`src/rtl/cpu_ecc_scrub_pkg.sv`:
```
// Shared types for the ECC scrub controller: FSM state encoding and the read-pipeline tag.
package cpu_ecc_scrub_pkg;

    typedef enum logic [2:0] {
        ST_INIT,
        ST_IDLE,
        ST_SCRB_RD,
        ST_SCRB_WAIT,
        ST_SCRB_WB
    } scrub_st_e;

    // Wide enough for any practical DEPTH; the top zero-extends its address into it.
    localparam int TAG_ADDR_W = 16;

    typedef struct packed {
        logic                  is_scrub;
        logic [TAG_ADDR_W-1:0] addr;
    } rd_tag_t;

endpackage

```
`src/rtl/cpu_ecc_scrub_ctrl_rdpipe.sv`:
```
// Fixed-latency shift register carrying valid + tag so each read response can be
// matched to its issuer when mem_rdata arrives.
module cpu_ecc_scrub_rdpipe
    import cpu_ecc_scrub_pkg::*;
#(
    parameter int RD_LAT = 1
) (
    input  logic    clk,
    input  logic    rst,
    input  logic    in_vld,
    input  rd_tag_t in_tag,
    output logic    out_vld,
    output rd_tag_t out_tag
);

    logic [RD_LAT-1:0] vld_q, vld_d;
    rd_tag_t           tag_q [RD_LAT];
    rd_tag_t           tag_d [RD_LAT];

    always_comb begin
        vld_d[0] = in_vld;
        tag_d[0] = in_tag;
        for (int i = 1; i < RD_LAT; i++) begin
            vld_d[i] = vld_q[i-1];
            tag_d[i] = tag_q[i-1];
        end
    end

    // Valids are cleared by reset so in-flight responses are dropped.
    always_ff @(posedge clk or posedge rst) begin
        if (rst) begin
            vld_q <= '0;
        end else begin
            vld_q <= vld_d;
        end
    end

    always_ff @(posedge clk) begin
        tag_q <= tag_d;
    end

    assign out_vld = vld_q[RD_LAT-1];
    assign out_tag = tag_q[RD_LAT-1];

endmodule

```
`src/rtl/cpu_ecc_scrub_ctrl.sv`:
```
// ECC scrub controller: zero-init sweep, then periodic read/correct/write-back scrubbing
// sharing one RAM port with functional traffic. CPU_ECC_SCRUB_ERR_CNT_EN adds error counters.
module cpu_ecc_scrub_ctrl
    import cpu_ecc_scrub_pkg::*;
#(
    parameter int DATA_W     = 128,
    parameter int DEPTH      = 1024,
    parameter int ADDR_W     = $clog2(DEPTH),
    parameter int RD_LAT     = 1,
    parameter int SCRUB_INTV = 1024,
    parameter int STARVE_MAX = 16
) (
    input  logic              clk,
    input  logic              rst,
    input  logic              req_vld,
    output logic              req_rdy,
    input  logic              req_wr,
    input  logic [ADDR_W-1:0] req_addr,
    input  logic [DATA_W-1:0] req_wdata,
    output logic              rsp_vld,
    output logic [DATA_W-1:0] rsp_rdata,
    output logic              rsp_err2b,
    output logic              mem_ce,
    output logic              mem_we,
    output logic [ADDR_W-1:0] mem_addr,
    output logic [DATA_W-1:0] mem_wdata,
    input  logic [DATA_W-1:0] mem_rdata,
    input  logic              mem_err1b,
    input  logic              mem_err2b,
    output logic              init_done,
    input  logic              scrub_en,
    output logic              irq_err2b
`ifdef CPU_ECC_SCRUB_ERR_CNT_EN
    ,
    input  logic              cnt_clr,
    output logic [15:0]       err1b_cnt,
    output logic [15:0]       err2b_cnt
`endif
);

    localparam int INTV_W = $clog2(SCRUB_INTV);
    localparam int STV_W  = $clog2(STARVE_MAX + 1);
    localparam logic [ADDR_W-1:0] LAST_ADDR = ADDR_W'(DEPTH - 1);
    localparam logic [INTV_W-1:0] INTV_LAST = INTV_W'(SCRUB_INTV - 1);
    localparam logic [STV_W-1:0]  STV_LIMIT = STV_W'(STARVE_MAX);

    scrub_st_e         st_q, st_d;
    logic              run_q;
    logic              init_done_q, init_done_d;
    logic [ADDR_W-1:0] ptr_q, ptr_d, ptr_next;
    logic [INTV_W-1:0] intv_q, intv_d;
    logic [STV_W-1:0]  starve_q, starve_d;
    logic              cancel_q, cancel_d;
    logic [ADDR_W-1:0] wb_addr_q, wb_addr_d;
    logic [DATA_W-1:0] wb_data_q, wb_data_d;
    logic              op_done;

    logic              scrub_gnt, func_acc, func_wr_hit, scrub_rsp;
    logic              pipe_in_vld, pipe_vld;
    rd_tag_t           pipe_in_tag, pipe_tag;
    logic              unused_tag;

    assign scrub_gnt   = (st_q == ST_SCRB_RD || st_q == ST_SCRB_WB) &&
                         (!req_vld || starve_q == STV_LIMIT);
    assign req_rdy     = run_q && (st_q != ST_INIT) && !scrub_gnt;
    assign func_acc    = req_vld && req_rdy;
    assign func_wr_hit = func_acc && req_wr && (req_addr == ptr_q);
    assign scrub_rsp   = pipe_vld && pipe_tag.is_scrub;
    assign ptr_next    = (ptr_q == LAST_ADDR) ? '0 : ptr_q + ADDR_W'(1);
    assign unused_tag  = ^pipe_tag.addr;

    // run_q holds the port quiet during reset and for the first cycle after release.
    always_ff @(posedge clk or posedge rst) begin
        if (rst) begin
            st_q        <= ST_INIT;
            run_q       <= 1'b0;
            init_done_q <= 1'b0;
            ptr_q       <= '0;
            intv_q      <= '0;
            starve_q    <= '0;
            cancel_q    <= 1'b0;
            wb_addr_q   <= '0;
        end else begin
            st_q        <= st_d;
            run_q       <= 1'b1;
            init_done_q <= init_done_d;
            ptr_q       <= ptr_d;
            intv_q      <= intv_d;
            starve_q    <= starve_d;
            cancel_q    <= cancel_d;
            wb_addr_q   <= wb_addr_d;
        end
    end

    always_ff @(posedge clk) begin
        wb_data_q <= wb_data_d;
    end

    always_comb begin
        wb_data_d = wb_data_q;
        if (st_q == ST_SCRB_WAIT && scrub_rsp) begin
            wb_data_d = mem_rdata;
        end
    end

    always_comb begin
        st_d        = st_q;
        init_done_d = init_done_q;
        ptr_d       = ptr_q;
        intv_d      = intv_q;
        starve_d    = starve_q;
        cancel_d    = cancel_q;
        wb_addr_d   = wb_addr_q;
        op_done     = 1'b0;
        case (st_q)
            ST_INIT: begin
                if (run_q) begin
                    ptr_d = ptr_next;
                    if (ptr_q == LAST_ADDR) begin
                        st_d        = ST_IDLE;
                        init_done_d = 1'b1;
                    end
                end
            end
            ST_IDLE: begin
                if (scrub_en) begin
                    if (intv_q == INTV_LAST) begin
                        intv_d = '0;
                        st_d   = ST_SCRB_RD;
                    end else begin
                        intv_d = intv_q + INTV_W'(1);
                    end
                end
            end
            ST_SCRB_RD: begin
                cancel_d = 1'b0;
                if (scrub_gnt) begin
                    starve_d = '0;
                    st_d     = ST_SCRB_WAIT;
                end else begin
                    starve_d = starve_q + STV_W'(1);
                end
            end
            ST_SCRB_WAIT: begin
                if (func_wr_hit) begin
                    cancel_d = 1'b1;
                end
                // A functional write to the scrubbed word in the hazard window wins.
                if (scrub_rsp) begin
                    if (mem_err1b && !mem_err2b && !cancel_q && !func_wr_hit) begin
                        st_d      = ST_SCRB_WB;
                        wb_addr_d = pipe_tag.addr[ADDR_W-1:0];
                    end else begin
                        op_done = 1'b1;
                    end
                end
            end
            ST_SCRB_WB: begin
                if (func_wr_hit || scrub_gnt) begin
                    op_done = 1'b1;
                end else begin
                    starve_d = starve_q + STV_W'(1);
                end
            end
            default: st_d = ST_INIT;
        endcase
        if (op_done) begin
            st_d     = ST_IDLE;
            ptr_d    = ptr_next;
            intv_d   = '0;
            starve_d = '0;
        end
    end

    always_comb begin
        mem_ce      = 1'b0;
        mem_we      = 1'b0;
        mem_addr    = '0;
        mem_wdata   = '0;
        pipe_in_vld = 1'b0;
        pipe_in_tag = '0;
        case (st_q)
            ST_INIT: begin
                if (run_q) begin
                    mem_ce   = 1'b1;
                    mem_we   = 1'b1;
                    mem_addr = ptr_q;
                end
            end
            ST_SCRB_RD: begin
                if (scrub_gnt) begin
                    mem_ce               = 1'b1;
                    mem_addr             = ptr_q;
                    pipe_in_vld          = 1'b1;
                    pipe_in_tag.is_scrub = 1'b1;
                    pipe_in_tag.addr     = TAG_ADDR_W'(ptr_q);
                end
            end
            ST_SCRB_WB: begin
                if (scrub_gnt) begin
                    mem_ce    = 1'b1;
                    mem_we    = 1'b1;
                    mem_addr  = wb_addr_q;
                    mem_wdata = wb_data_q;
                end
            end
            default: ;
        endcase
        if (func_acc) begin
            mem_ce               = 1'b1;
            mem_we               = req_wr;
            mem_addr             = req_addr;
            mem_wdata            = req_wr ? req_wdata : '0;
            pipe_in_vld          = !req_wr;
            pipe_in_tag.is_scrub = 1'b0;
            pipe_in_tag.addr     = TAG_ADDR_W'(req_addr);
        end
    end

    cpu_ecc_scrub_rdpipe #(
        .RD_LAT (RD_LAT)
    ) u_rdpipe (
        .clk     (clk),
        .rst     (rst),
        .in_vld  (pipe_in_vld),
        .in_tag  (pipe_in_tag),
        .out_vld (pipe_vld),
        .out_tag (pipe_tag)
    );

    assign rsp_vld   = pipe_vld && !pipe_tag.is_scrub;
    assign rsp_rdata = rsp_vld ? mem_rdata : '0;
    assign rsp_err2b = rsp_vld && mem_err2b;
    assign irq_err2b = pipe_vld && mem_err2b;
    assign init_done = init_done_q;

`ifdef CPU_ECC_SCRUB_ERR_CNT_EN
    logic [15:0] err1b_cnt_q, err1b_cnt_d, err2b_cnt_q, err2b_cnt_d;

    always_comb begin
        err1b_cnt_d = err1b_cnt_q;
        err2b_cnt_d = err2b_cnt_q;
        if (cnt_clr) begin
            err1b_cnt_d = '0;
            err2b_cnt_d = '0;
        end else begin
            if (pipe_vld && mem_err1b && err1b_cnt_q != '1) err1b_cnt_d = err1b_cnt_q + 16'd1;
            if (pipe_vld && mem_err2b && err2b_cnt_q != '1) err2b_cnt_d = err2b_cnt_q + 16'd1;
        end
    end

    always_ff @(posedge clk or posedge rst) begin
        if (rst) begin
            err1b_cnt_q <= '0;
            err2b_cnt_q <= '0;
        end else begin
            err1b_cnt_q <= err1b_cnt_d;
            err2b_cnt_q <= err2b_cnt_d;
        end
    end

    assign err1b_cnt = err1b_cnt_q;
    assign err2b_cnt = err2b_cnt_q;
`endif

endmodule

```
`config.mk`:
```
export PLATFORM = sky130hd
export DESIGN_NAME = cpu_ecc_scrub_ctrl
export DESIGN_NICKNAME = d
export VERILOG_FILES = /design/src/rtl/cpu_ecc_scrub_pkg.sv /design/src/rtl/cpu_ecc_scrub_ctrl_rdpipe.sv /design/src/rtl/cpu_ecc_scrub_ctrl.sv
export SDC_FILE = /design/constraint.sdc
export NUM_CORES = 1
export LEC_CHECK = 0
export CAP_MARGIN = 10
export CELL_PAD_IN_SITES_DETAIL_PLACEMENT = 1
export CELL_PAD_IN_SITES_GLOBAL_PLACEMENT = 1
export CORE_AREA = 3 3 209 211
export DETAILED_ROUTE_END_ITERATION = 10
export DIE_AREA = 0 0 212 214
export PLACE_DENSITY = 0.75
export SETUP_SLACK_MARGIN = 0.4
export SKIP_LAST_GASP = 1
export SYNTH_ARGS = -nofsm -noshare
export SYNTH_HDL_FRONTEND = slang
export SYNTH_SLANG_ARGS = --single-unit
```
`constraint.sdc`:
```
create_clock -name clk -period 18.51 [get_ports clk]
set_input_delay 2.7765 -clock clk [delete_from_list [all_inputs] [get_ports clk]]
set_output_delay 2.7765 -clock clk [all_outputs]
set_load 0.01 [all_outputs]
```
==> summary.md <==
| Metric | Value |
|---|---|
| Tcrit/Tclk final | 0.502 |
| Layout area overhead | 73.5% |
| Post-synth top area share | 0.435 |
| Post-place setup slack | 9.30 ns |
| Slew @ Worst Pin | 1.16 ns |
| Detail Route Antenna Nets | 0 |
| Final setup vio count | 0 |
| Critical-path maximum fanout | 87 |
| CTS tree | done |
| Final Wtd Congestion | 1.03 |
| Synth top area cells | edfxtp_1 43%, a22o_1 14%, dfrtp_1 12%, and2_1 9.5%, dfxtp_1 2.5% |
| Hold/Removal Path Class | flop to flop |
| Comb power frac | 0.156 |
| Sw power | 0.000232 W |
| Die area | 0.0454 mm^2 |
| Proportion of layout cells with a drive suffix above 1 | 0.0522 |
| Std cell rows | 75 |
| Worst Setup End Kind | output pin |
| Hold_buf cts | 0 |
| Final wirelength | 49,400 um |
| Total power | 0.000927 W |
| Vias | 8,523 |
| Core area | 0.0419 mm^2 |
| WP data required | 15.73 ns |
| Die Height | 214 um |
| Vias in the first global route | 8,708 |
| Post-CTS Setup Bufs | 0 |
| Synthesized area | 0.00884 mm^2 |
| H-tree levels | 4 |
| Crit path DAT | 6.52 ns |
| Clock-pin slew of the registers on the worst-case setup and hold paths | 0.07 ns |
| Most frequent cells in the layout | 545 x clkdlybuf4s50_1, 138 x a22o_1, 134 x and2_1 |
| Root buffer selected by CTS | clkbuf_16 |
| Clock sink count | 181 |
| First-pass GRT wire length | 67,100 um |
| Pint | 0.000695 W |
| Die width | 212 um |
| Starting DRT DRC Count | 611 |
| Skew final | 0.00882 ns |
| Cell variety after synth | 64 |
| Total congestion overflow | 0 |
| Total track usage | 0.209 |
| Drt drc | 0 |
| Top_reg_cell synth | edfxtp_1 |
| Commonest non-fill, non-tap cell in the layout | clkdlybuf4s50_1 |
| Max_cap viols | 0 |
| Peak VDD IR | 61.6 uV |
| Ys Warns | 0 |
| Status | completed |
| Fmax | 0.108 GHz |
| Synthesized flop and latch total | 181 |
| Synth Instances | 724 |
| Clock power frac | 0.375 |
| Xor/xnor share of the synthesized area | 0.0198 |
| Clock buffer depth | 2 |
| DR WL/cell | 27.6 um |
| Largest family of logic cells by synthesized area | compound AO/OA/AOI/OAI gates |
| DR pass1 iterations | 7 |
| Reg power frac | 0.469 |
| Net Sw Frac | 0.251 |
| Via density | 4.76 |
| Initial antenna violation count | 7 |
| RSZ-0062 raised after global routing | no |
| Nets | 1,510 |
| Synthesized-area fraction occupied by and/or/nand/nor cells | 0.146 |
| Worst slew margin | 0.224 |
| Sequential area share after synthesis | 0.579 |
| Inst Count DP | 1,753 |
| Max Slew Vio Count | 0 |
| Post-Synth Adder-Cell Area | 0.00807 |
| Dpl hpwl | 39,500 um |
| Leading area contributor after synthesis | edfxtp_1 |
| Hold slack final | 0.462 ns |
| Post-cts resize count | 0 |
| Initial core utilization | 0.211 |
| Ports | 546 |
| TritonCTS buffer count | 17 |
| Synth Net Count | 1,001 |
| LEAKAGE | 5.62 nW |
| Mux cell area share after synthesis | 0.0164 |
| Final hold vios | 0 |
| Post-synth ARST share | 0.232 |
| Syn Area/Cell | 12.2 um^2 |
| Post-synth EDFFs | 128 |
| CP Launch Type | input port |
| Worst skew pair latency | 0.45 ns |
| Post-synthesis compound-gate area fraction | 0.192 |
| Port bufs | 545 |
| Setup TNS | 0 ns |
| Reg2reg setup slack | 14.83 ns |
| Crit path kind | input port to output pin |
| Shortest period the worst path allows | 9.29 ns |
| Fin cells | 1,791 |
| Power density cells | 60.4 mW/mm^2 |
| Setup WS post-layout | 9.22 ns |
| Largest net degree at the start of global routing | 88 |
-- power groups by stage --
| stage | Clock, W | Sequential, W | Combinational [W] |
|---|---|---|---|
| floorplan | 0 | 0.000444 | 0.0000315 |
| global placement | 0 | 0.000444 | 0.000143 |
| detailed placement | 0 | 0.000444 | 0.000144 |
| CTS | 0.000359 | 0.000435 | 0.000145 |
| global route | 0.000373 | 0.000435 | 0.000152 |
| finish | 0.000347 | 0.000435 | 0.000145 |
-- synthesized netlist by cell type (all sizes together), types with 12 or more instances --
master,count
clkbuf,40
nor2,25
xor2,13
buf,22
edfxtp,128
a21oi,17
a22o,138
nand2,12
and2,134
dfrtp,42
inv,19
o21ai,12
mux2,12
-- through the flow --
stage	util	cell area [um^2]
global route	0.366	15300
CTS	0.365	15300
floorplan	-	8840
global placement	0.353	14800
finish	0.366	15300
detailed placement	0.353	14800
-- state kept, by name, indices dropped and copies added, names as in the netlist --
register          count
wb_data_q           128
u_rdpipe.out_tag     11
intv_q               10
ptr_q                10
wb_addr_q            10
starve_q              5
st_q                  3
cancel_q              1
init_done             1
run_q                 1
u_rdpipe.out_vld      1
-- cells by family after synthesis --
| kind of cell | after synthesis |
|---|---|
| muxes | 13 |
| AOI/OAI and AO/OA | 204 |
| xor gates and xnor gates | 20 |
| DFF | 181 |
| and+or+nand+nor | 218 |
| other | 1 |
| buffers and inverters | 81 |
| adders and majority gates | 6 |
-- layout make-up --
type	instances	area, um^2
sequential	181	5110
tap	539	674
timing repair buffer	552	5510
multi-input combinational	462	3420
antenna	6	15.0
clock buffer	18	429
inverter	19	71.3
clock inverter	14	103
fill	4570	26600
-- per-layer routing --
| metal | global-route usage | routed length (um) |
|---|---|---|
| met3 | 0.0732 | 4760 |
| met4 | 0.0802 | 1730 |
| met5 | 0 | 0 |
| met2 | 0.340 | 23300 |
| met1 | 0.255 | 19700 |
-- worst max-delay path, stage by stage --
cell and delay, ns:
clkdlybuf4s50_1 0.56, and2_1 0.20, o21ai_2 0.11, nor2_4 0.90, buf_4 0.84, a22o_1 0.39
clkdlybuf4s50_1 0.59
-- path summary, 6_finish.rpt --
path | to | cells after the start | from
setup / recovery | mem_wdata[127] | 7 | req_vld
hold / removal | wb_addr_q[6] | 1 | u_rdpipe.out_tag[6]
setup reg to reg | ptr_q[0] | 7 | st_q[1]
hold reg to reg | wb_addr_q[6] | 1 | u_rdpipe.out_tag[6]
max in group asynchronous | wb_addr_q[5] | 3 | rst
min in group asynchronous | wb_addr_q[0] | 3 | rst
No activity file was read; power rests on OpenSTA's default activity.
